<file path="config.mk">
export PLATFORM = sky130hd
export DESIGN_NAME = fwd_hazard_unit
export DESIGN_NICKNAME = d
export VERILOG_FILES = /design/src/rtl/fwd_hazard_unit.sv
export SDC_FILE = /design/constraint.sdc
export NUM_CORES = 1
export LEC_CHECK = 0
export BUFFER_PORTS_ARGS = -buffer_cell sky130_fd_sc_hd__buf_2
export CORE_MARGIN = 2
export CORE_UTILIZATION = 52
export CTS_CLUSTER_DIAMETER = 60
export CTS_CLUSTER_SIZE = 25
export DETAILED_ROUTE_END_ITERATION = 7
export GPL_TIMING_DRIVEN = 0
export PLACE_DENSITY = 0.83
export SYNTH_ARGS = -nofsm -noshare
export SYNTH_HDL_FRONTEND = slang
export SYNTH_SLANG_ARGS = --single-unit
</file>
<file path="constraint.sdc">
create_clock -name clk -period 3.6 [get_ports clk]
set_input_delay 0.36 -clock clk [delete_from_list [all_inputs] [get_ports clk]]
set_output_delay 0.36 -clock clk [all_outputs]
set_load 0.02 [all_outputs]
</file>
<file path="src/rtl/fwd_hazard_unit.sv">
// Operand-forwarding select and load-use interlock at the ID/RF boundary.
// For each source slot, the youngest matching in-flight producer wins. Load-use hazards stall the front end.
//
// state    | meaning
// ---------+---------------------------------------------------------------
// ST_RUN   | normal issue; a load-use hazard stalls in this cycle
// ST_STALL | extra penalty cycles; the down-counter holds the cycles left
module fwd_hazard_unit #(
    parameter int NUM_WAYS   = 2,
    parameter int NUM_STAGES = 3,
    parameter int REG_W      = 3,
    parameter int LOAD_STALL = 1,
    parameter int CNT_W      = 16,
    localparam int SEL_W     = $clog2(NUM_STAGES*NUM_WAYS+1)
) (
    input  logic                                clk,
    input  logic                                reset_n,
    input  logic [NUM_WAYS*2*REG_W-1:0]         src_addr_i,
    input  logic [NUM_WAYS*2-1:0]               src_vld_i,
    input  logic [NUM_STAGES*NUM_WAYS*REG_W-1:0] dst_addr_i,
    input  logic [NUM_STAGES*NUM_WAYS-1:0]      dst_wb_i,
    input  logic [NUM_STAGES*NUM_WAYS-1:0]      dst_vld_i,
    input  logic [NUM_WAYS-1:0]                 ex_is_load_i,
    input  logic                                flush_i,
    output logic [NUM_WAYS*2*SEL_W-1:0]         fwd_sel_o,
    output logic                                stall_o,
    output logic [CNT_W-1:0]                    stall_cnt_o,
    output logic [CNT_W-1:0]                    fwd_cnt_o
);

    localparam int NUM_SLOTS = NUM_WAYS*2;
    localparam int CTR_W     = $clog2(LOAD_STALL+1);

    typedef enum logic {ST_RUN, ST_STALL} state_t;

    state_t             state_q, state_d;
    logic [CTR_W-1:0]   cnt_q, cnt_d;
    logic [SEL_W-1:0]   slot_sel [NUM_SLOTS];
    logic               hazard;
    logic               any_fwd;

    // Scan from lowest priority to highest so the last match is the winner.
    always_comb begin
        fwd_sel_o = '0;
        for (int s = 0; s < NUM_SLOTS; s++) begin
            slot_sel[s] = '0;
            for (int st = NUM_STAGES-1; st >= 0; st--) begin
                for (int w = 0; w < NUM_WAYS; w++) begin
                    if (src_vld_i[s] && dst_vld_i[st*NUM_WAYS+w] && dst_wb_i[st*NUM_WAYS+w] &&
                        src_addr_i[s*REG_W +: REG_W] == dst_addr_i[(st*NUM_WAYS+w)*REG_W +: REG_W]) begin
                        slot_sel[s] = SEL_W'(st*NUM_WAYS + w + 1);
                    end
                end
            end
            if (!reset_n) begin
                slot_sel[s] = '0;
            end
            fwd_sel_o[s*SEL_W +: SEL_W] = slot_sel[s];
        end
    end

    // A hazard exists only when the winning producer is a stage-0 load.
    always_comb begin
        hazard  = 1'b0;
        any_fwd = 1'b0;
        for (int s = 0; s < NUM_SLOTS; s++) begin
            if (slot_sel[s] != '0) begin
                any_fwd = 1'b1;
            end
            for (int w = 0; w < NUM_WAYS; w++) begin
                if (slot_sel[s] == SEL_W'(w + 1) && ex_is_load_i[w]) begin
                    hazard = 1'b1;
                end
            end
        end
    end

    always_comb begin
        state_d = state_q;
        cnt_d   = cnt_q;
        stall_o = 1'b0;
        case (state_q)
            ST_RUN: begin
                stall_o = hazard;
                if (hazard && LOAD_STALL > 1) begin
                    state_d = ST_STALL;
                    cnt_d   = CTR_W'(LOAD_STALL - 1);
                end
            end
            ST_STALL: begin
                stall_o = 1'b1;
                cnt_d   = cnt_q - 1'b1;
                if (cnt_q == CTR_W'(1)) begin
                    state_d = ST_RUN;
                end
            end
            default: begin
                state_d = ST_RUN;
                cnt_d   = '0;
            end
        endcase
        if (flush_i) begin
            stall_o = 1'b0;
            state_d = ST_RUN;
            cnt_d   = '0;
        end
    end

    always_ff @(posedge clk or negedge reset_n) begin
        if (!reset_n) begin
            state_q     <= ST_RUN;
            cnt_q       <= '0;
            stall_cnt_o <= '0;
            fwd_cnt_o   <= '0;
        end else begin
            state_q <= state_d;
            cnt_q   <= cnt_d;
            if (stall_o && stall_cnt_o != '1) begin
                stall_cnt_o <= stall_cnt_o + 1'b1;
            end
            if (any_fwd && !stall_o && fwd_cnt_o != '1) begin
                fwd_cnt_o <= fwd_cnt_o + 1'b1;
            end
        end
    end

endmodule

</file>
* Word-level counts from Yosys, hierarchy flattened
Index checks and enable logic that the tools add are counted.
** Word-level totals
- Register bits :: 34
- Word-level logic and storage cells :: 178
- Input bits :: 51
- Output and inout bits :: 45
** Operators by class
- Add/sub/neg operators :: 3
- Reductions and logical operators :: 89
- Bitwise operators :: 1
- Mux-type cells :: 47
- Equal/unequal tests :: 34
** Operator list (number)
- $mux W3 :: 28
- $logic_and A1 B1 Y1 :: 83
- $eq A3 B3 Y1 :: 24
- $add A16 B1 Y16 const B :: 2
- $ne A16 B16 Y1 const B :: 2
- $mux W1 :: 18
- $eq A3 B1 Y1 const B :: 4
- $eq A3 B2 Y1 const B :: 4
- $reduce_bool A3 Y1 :: 4
- $pmux W1 S2 :: 1
- $reduce_bool A2 Y1 :: 1
- $logic_not A1 Y1 :: 1
- $not A1 Y1 :: 1
- $sub A1 B1 Y1 const B :: 1

* Longest topological paths before layout
- Depth in word-level cells :: 25
- Depth in mapped cells :: 11
- Gate-level depth less buffers :: 9

* Least setup slack after synthesis
OpenSTA, ideal clock, no wires.
- Path type :: in2reg
- Start point :: input src_addr_i[4]
- End point :: register fwd_cnt_o[8]
- Data arrival time :: 3.121 ns
- Buffers on the path :: 2
- Path slack :: 0.350 ns
- Data required time :: 3.470 ns
- Setup time :: 0.130 ns
- Stages :: 10
- Path through :: buf_4 > xor2_1 > or4b_1 > a211oi_1 > nor4b_1 > or4_4 > o21ai_4 > buf_6 > nand4_2 > xnor2_2
** Between the ends
- Cells in the longest elaborated chain, start to end :: 22
- Elaborated cells on any way between the ends :: 38
- Those cells by class :: eq/ne: 8; mux: 18; reduce/logical: 12
** Ends and longest elaborated chain
- start, declared :: line 18 : input logic [NUM_WAYS*2*REG_W-1:0] src_addr_i,
- $eq A3 B3 Y1 :: line 50 : src_addr_i[s*REG_W +: REG_W] == dst_addr_i[(st*NUM_WAYS+w)*REG_W +: REG_W]) begin
- $logic_and A1 B1 Y1 :: line 49 : if (src_vld_i[s] && dst_vld_i[st*NUM_WAYS+w] && dst_wb_i[st*NUM_WAYS+w] &&
- $mux W3 (5 in a row) :: line 49
- $mux W3 (*) :: line 49
- $mux W3 (*) :: line 55 : if (!reset_n) begin
- named net fwd_sel_o[5] :: line 25 : output logic [NUM_WAYS*2*SEL_W-1:0] fwd_sel_o,
- $eq A3 B1 Y1 :: line 71 : if (slot_sel[s] == SEL_W'(w + 1) && ex_is_load_i[w]) begin
- $logic_and A1 B1 Y1 :: line 71
- $mux W1 (6 in a row) :: line 71
- $pmux W1 S2 :: line 82 : case (state_q)
- $mux W1 :: line 102 : if (flush_i) begin
- $logic_not A1 Y1 :: line 121 : if (any_fwd && !stall_o && fwd_cnt_o != '1) begin
- $logic_and A1 B1 Y1 (*) (2 in a row) :: line 121
- end signal, assigned :: line 122 : fwd_cnt_o <= fwd_cnt_o + 1'b1;
- end, declared :: line 28 : output logic [CNT_W-1:0] fwd_cnt_o
Mark *: on every way through the listed nets, which the timed path passes. The rest lies on a longest branch.
A chain may end at the register's enable or synchronous reset.

* Final worst setup path
- Start point :: input dst_addr_i[2]
- End point :: output stall_o
** Between the ends
- Cells in the longest elaborated chain, start to end :: 17
- Elaborated cells on any way between the ends :: 46
- Those cells by class :: eq/ne: 12; mux: 22; reduce/logical: 12
** Ends and longest elaborated chain
- start, declared :: line 20 : input logic [NUM_STAGES*NUM_WAYS*REG_W-1:0] dst_addr_i,
- $eq A3 B3 Y1 :: line 50
- $logic_and A1 B1 Y1 :: line 49
- $mux W3 (2 in a row) :: line 49
- $mux W3 :: line 55
- $eq A3 B1 Y1 :: line 71
- $logic_and A1 B1 Y1 :: line 71
- $mux W1 (7 in a row) :: line 71
- $mux W1 (*) :: line 71
- $pmux W1 S2 (*) :: line 82
- $mux W1 (*) :: line 102
- end, declared :: line 26 : output logic stall_o,
Mark *: on every way between the ends. The rest lies on a longest branch, timed or not.

==> flow_summary.yaml <==
logic_synthesis:
  synth_area_leaders: "dfrtp_1 28%, xor2_1 21%, xnor2_1 8.0%"
  synth_edf_count: 0
  synth_top_area_frac: 0.278
  async_flop_share: 1.00
  synthTopCellsByCount: "72 x xor2_1, 37 x nand3_1, 34 x dfrtp_1, 28 x xnor2_1, 21 x nor4_1"
  synth-seq-cells: 34
  synth_cell_type_count: 50
  syn_nets: 386
  netlist_area_um2: 3060
  synthCells: 333
  synth.most_common_cell: "xor2_1"
  ys_warn_count: 0
  synth_seq_area_share: 0.278
  yosysTopAreaCell: "dfrtp_1"
  synthFlopType: "dfrtp_1"
  syn_avg_cell_area_um2: 9.19
critical_path:
  reg2regPathDepth: 10
  crit_path_start_kind: "input port"
  crit_type: "in -> out"
  end_kind: "output pin"
  ff2ff_setup_slack_ns: 0.86
  cp.required_ns: 3.24
  rr_endpoint: "stall_cnt_o[7]"
  cp_max_fo: 4
  cp.arrival_ns: 2.94
  r2r_start: "stall_cnt_o[3]"
global_route:
  grt_use_total: 0.257
  grt_max_degree: 44
  antenna_found_initial: 0
  grt_pass1_wl_um: 13000
  grt-ovfl-total: 0
  grt_pass1_vias: 2835
cts:
  cts.sinks: 34
  root_buffer: "clkbuf_8"
  clk_latency_ns: 0.28
  postCtsSetupBuffers: 0
  cts_buffer_depth: 2
  cts.repair.resized: 0
  tritoncts: "done"
  h-tree-depth: 2
  holdBufCountCts: 0
  clkTransAtPathRegs_ns: 0.07
  cts_made_buffers: 5
finish:
  nets: 476
  multi_input_area_um2: 2080
  seqCellArea_um2: 851
  fill_cells: 472
  area_growth_pct: 20.3
  drive_above_1_share: 0.286
  num_antenna_cells: 0
power:
  pwr-share-clk: 0.274
  pwr-share-comb: 0.350
  p_sw_uw: 462
  power_frac_seq: 0.377
  ir_drop_uv: 271
  p_leak_nw: 1.76
  switching_share: 0.358
  finalPower_mw: 1.29
  intPower_uw: 829
  power_density_nw_per_um2: 351
sta:
  max_slew_margin: 0.368
  rsz0062_at_grt: "no"
  tightestPinTransition_ns: 0.936
  hold_viol_final: 0
  slew_violations: 0
  finClkSkew_ns: 0.00395
  tns_ns: 0
  setup_viol: 0
  fin_crit_sh: 0.917
  fmax_ghz: 0.303
  fin_crit_ns: 3.30
routing:
  antenna_left: 0
  first_pass_iters: 4
  drt_iter0_markers: 150
  via_count: 2932
  drt-vias-per-instance: 5.92
  wl_um: 8080
  drc: 0
  avgRoutedWirePerCell_um: 16.3
place:
  gp_congestion: 0.993
  port_buffers: 83
  hpwl_um: 6430
floorplanning:
  dieWidth_um: 80.7
  die_h_um: 80.7
  boundaryPins: 96
  coreArea_um2: 5610
  start_util: 0.546
  die-area_um2: 6510
  row_count: 27
job:
  cap_violations: 0
outcome:
  status: "finished, final reports clean"
hold_path:
  hp-class: "in -> async"
## kinds of logic (layout without fill, tap and decap cells)
logic type,after synthesis,in the layout,synth area share
AO/OA/AOI/OAI,38,38,0.0936
adder cells (fa/ha/maj),2,2,0.00818
buffers and inverters,23,113,0.0437
flip-flops,34,34,0.278
multiplexers,4,4,0.0147
XOR/XNOR,101,101,0.291
AND/OR/NAND/NOR,131,131,0.270
## sequential cells by signal (all words and copies together), names as in the netlist
name,cells
fwd_cnt_o,16
state_q,1
stall_cnt_o,16
cnt_q,1
## layout make-up
type / instances / share of cell area
Multi-Input combinational cell: 276 / 0.564
Clock buffer: 6 / 0.0224
Inverter: 7 / 0.00714
Buffer: 16 / 0.0292
Sequential cell: 34 / 0.231
Clock inverter: 1 / 0.00816
Tap cell: 72 / 0.0245
Timing Repair Buffer: 83 / 0.114
## power by group through the flow
stage / Combinational (mW) / Sequential, mW / Clock (mW)
after global routing: 0.491 / 0.492 / 0.378
final: 0.451 / 0.486 / 0.353
after detailed placement: 0.449 / 0.491 / 0
after floorplan: 0.236 / 0.539 / 0
after global placement: 0.433 / 0.486 / 0
after CTS: 0.450 / 0.484 / 0.356
## worst max-delay path: stages
cell,delay (ns)
buf_2,0.15
xor2_1,0.15
nor4_1,0.75
a211oi_2,0.09
o21ai_1,0.22
nor4b_1,0.51
o41ai_1,0.21
and2_1,0.21
nor2_1,0.11
buf_2,0.17
## worst max path at each step
stage | from | end | slack (ns) | depth (start not counted)
4_1_cts | reset_n | stall_o | 0.25 | 9
3_5_place_dp | reset_n | fwd_cnt_o[6] | 0.21 | 10
6_report | dst_addr_i[2] | stall_o | 0.30 | 10
2_1_floorplan | src_addr_i[4] | fwd_cnt_o[8] | 0.35 | 10
3_3_place_gp | src_addr_i[4] | stall_cnt_o[12] | 0.26 | 11
5_1_grt | dst_addr_i[11] | stall_o | 0.09 | 10
## layout by cell type, fill, tap and decap left out, types with 6 or more instances in the layout
master    instances
buf_2            90
xor2_1           72
nand3_1          37
dfrtp_1          34
xnor2_1          28
nor4_1           21
nor2_1            9
nand4_1           9
and3_1            8
or4_1             7
inv_1             7
a21oi_1           7
o21ai_0           6
nand2_1           6
clkbuf_8          6
## through the flow
stage | hold WS, ns | utilization | instance area, um2 | std cells | worst slack, ns
after floorplan | 0.0644 | - | 3060 | 333 | 0.350
after global placement | 0.438 | 0.636 | 3570 | 488 | 0.264
after detailed placement | 0.443 | 0.636 | 3570 | 488 | 0.209
after CTS | 0.229 | 0.656 | 3680 | 495 | 0.254
after global routing | 0.122 | 0.656 | 3680 | 495 | 0.0936
final | 0.0903 | 0.656 | 3680 | 495 | 0.298
## routing by layer
layer  part of all wire  global-route usage  vias up
met4              0.020              0.0966        0
met3              0.060              0.0472       16
met1               0.42               0.306     1401
met2               0.50               0.460      128
met5                  0                   0        -
li1                   -                   -     1387
Power figures use the tool's default switching activity.
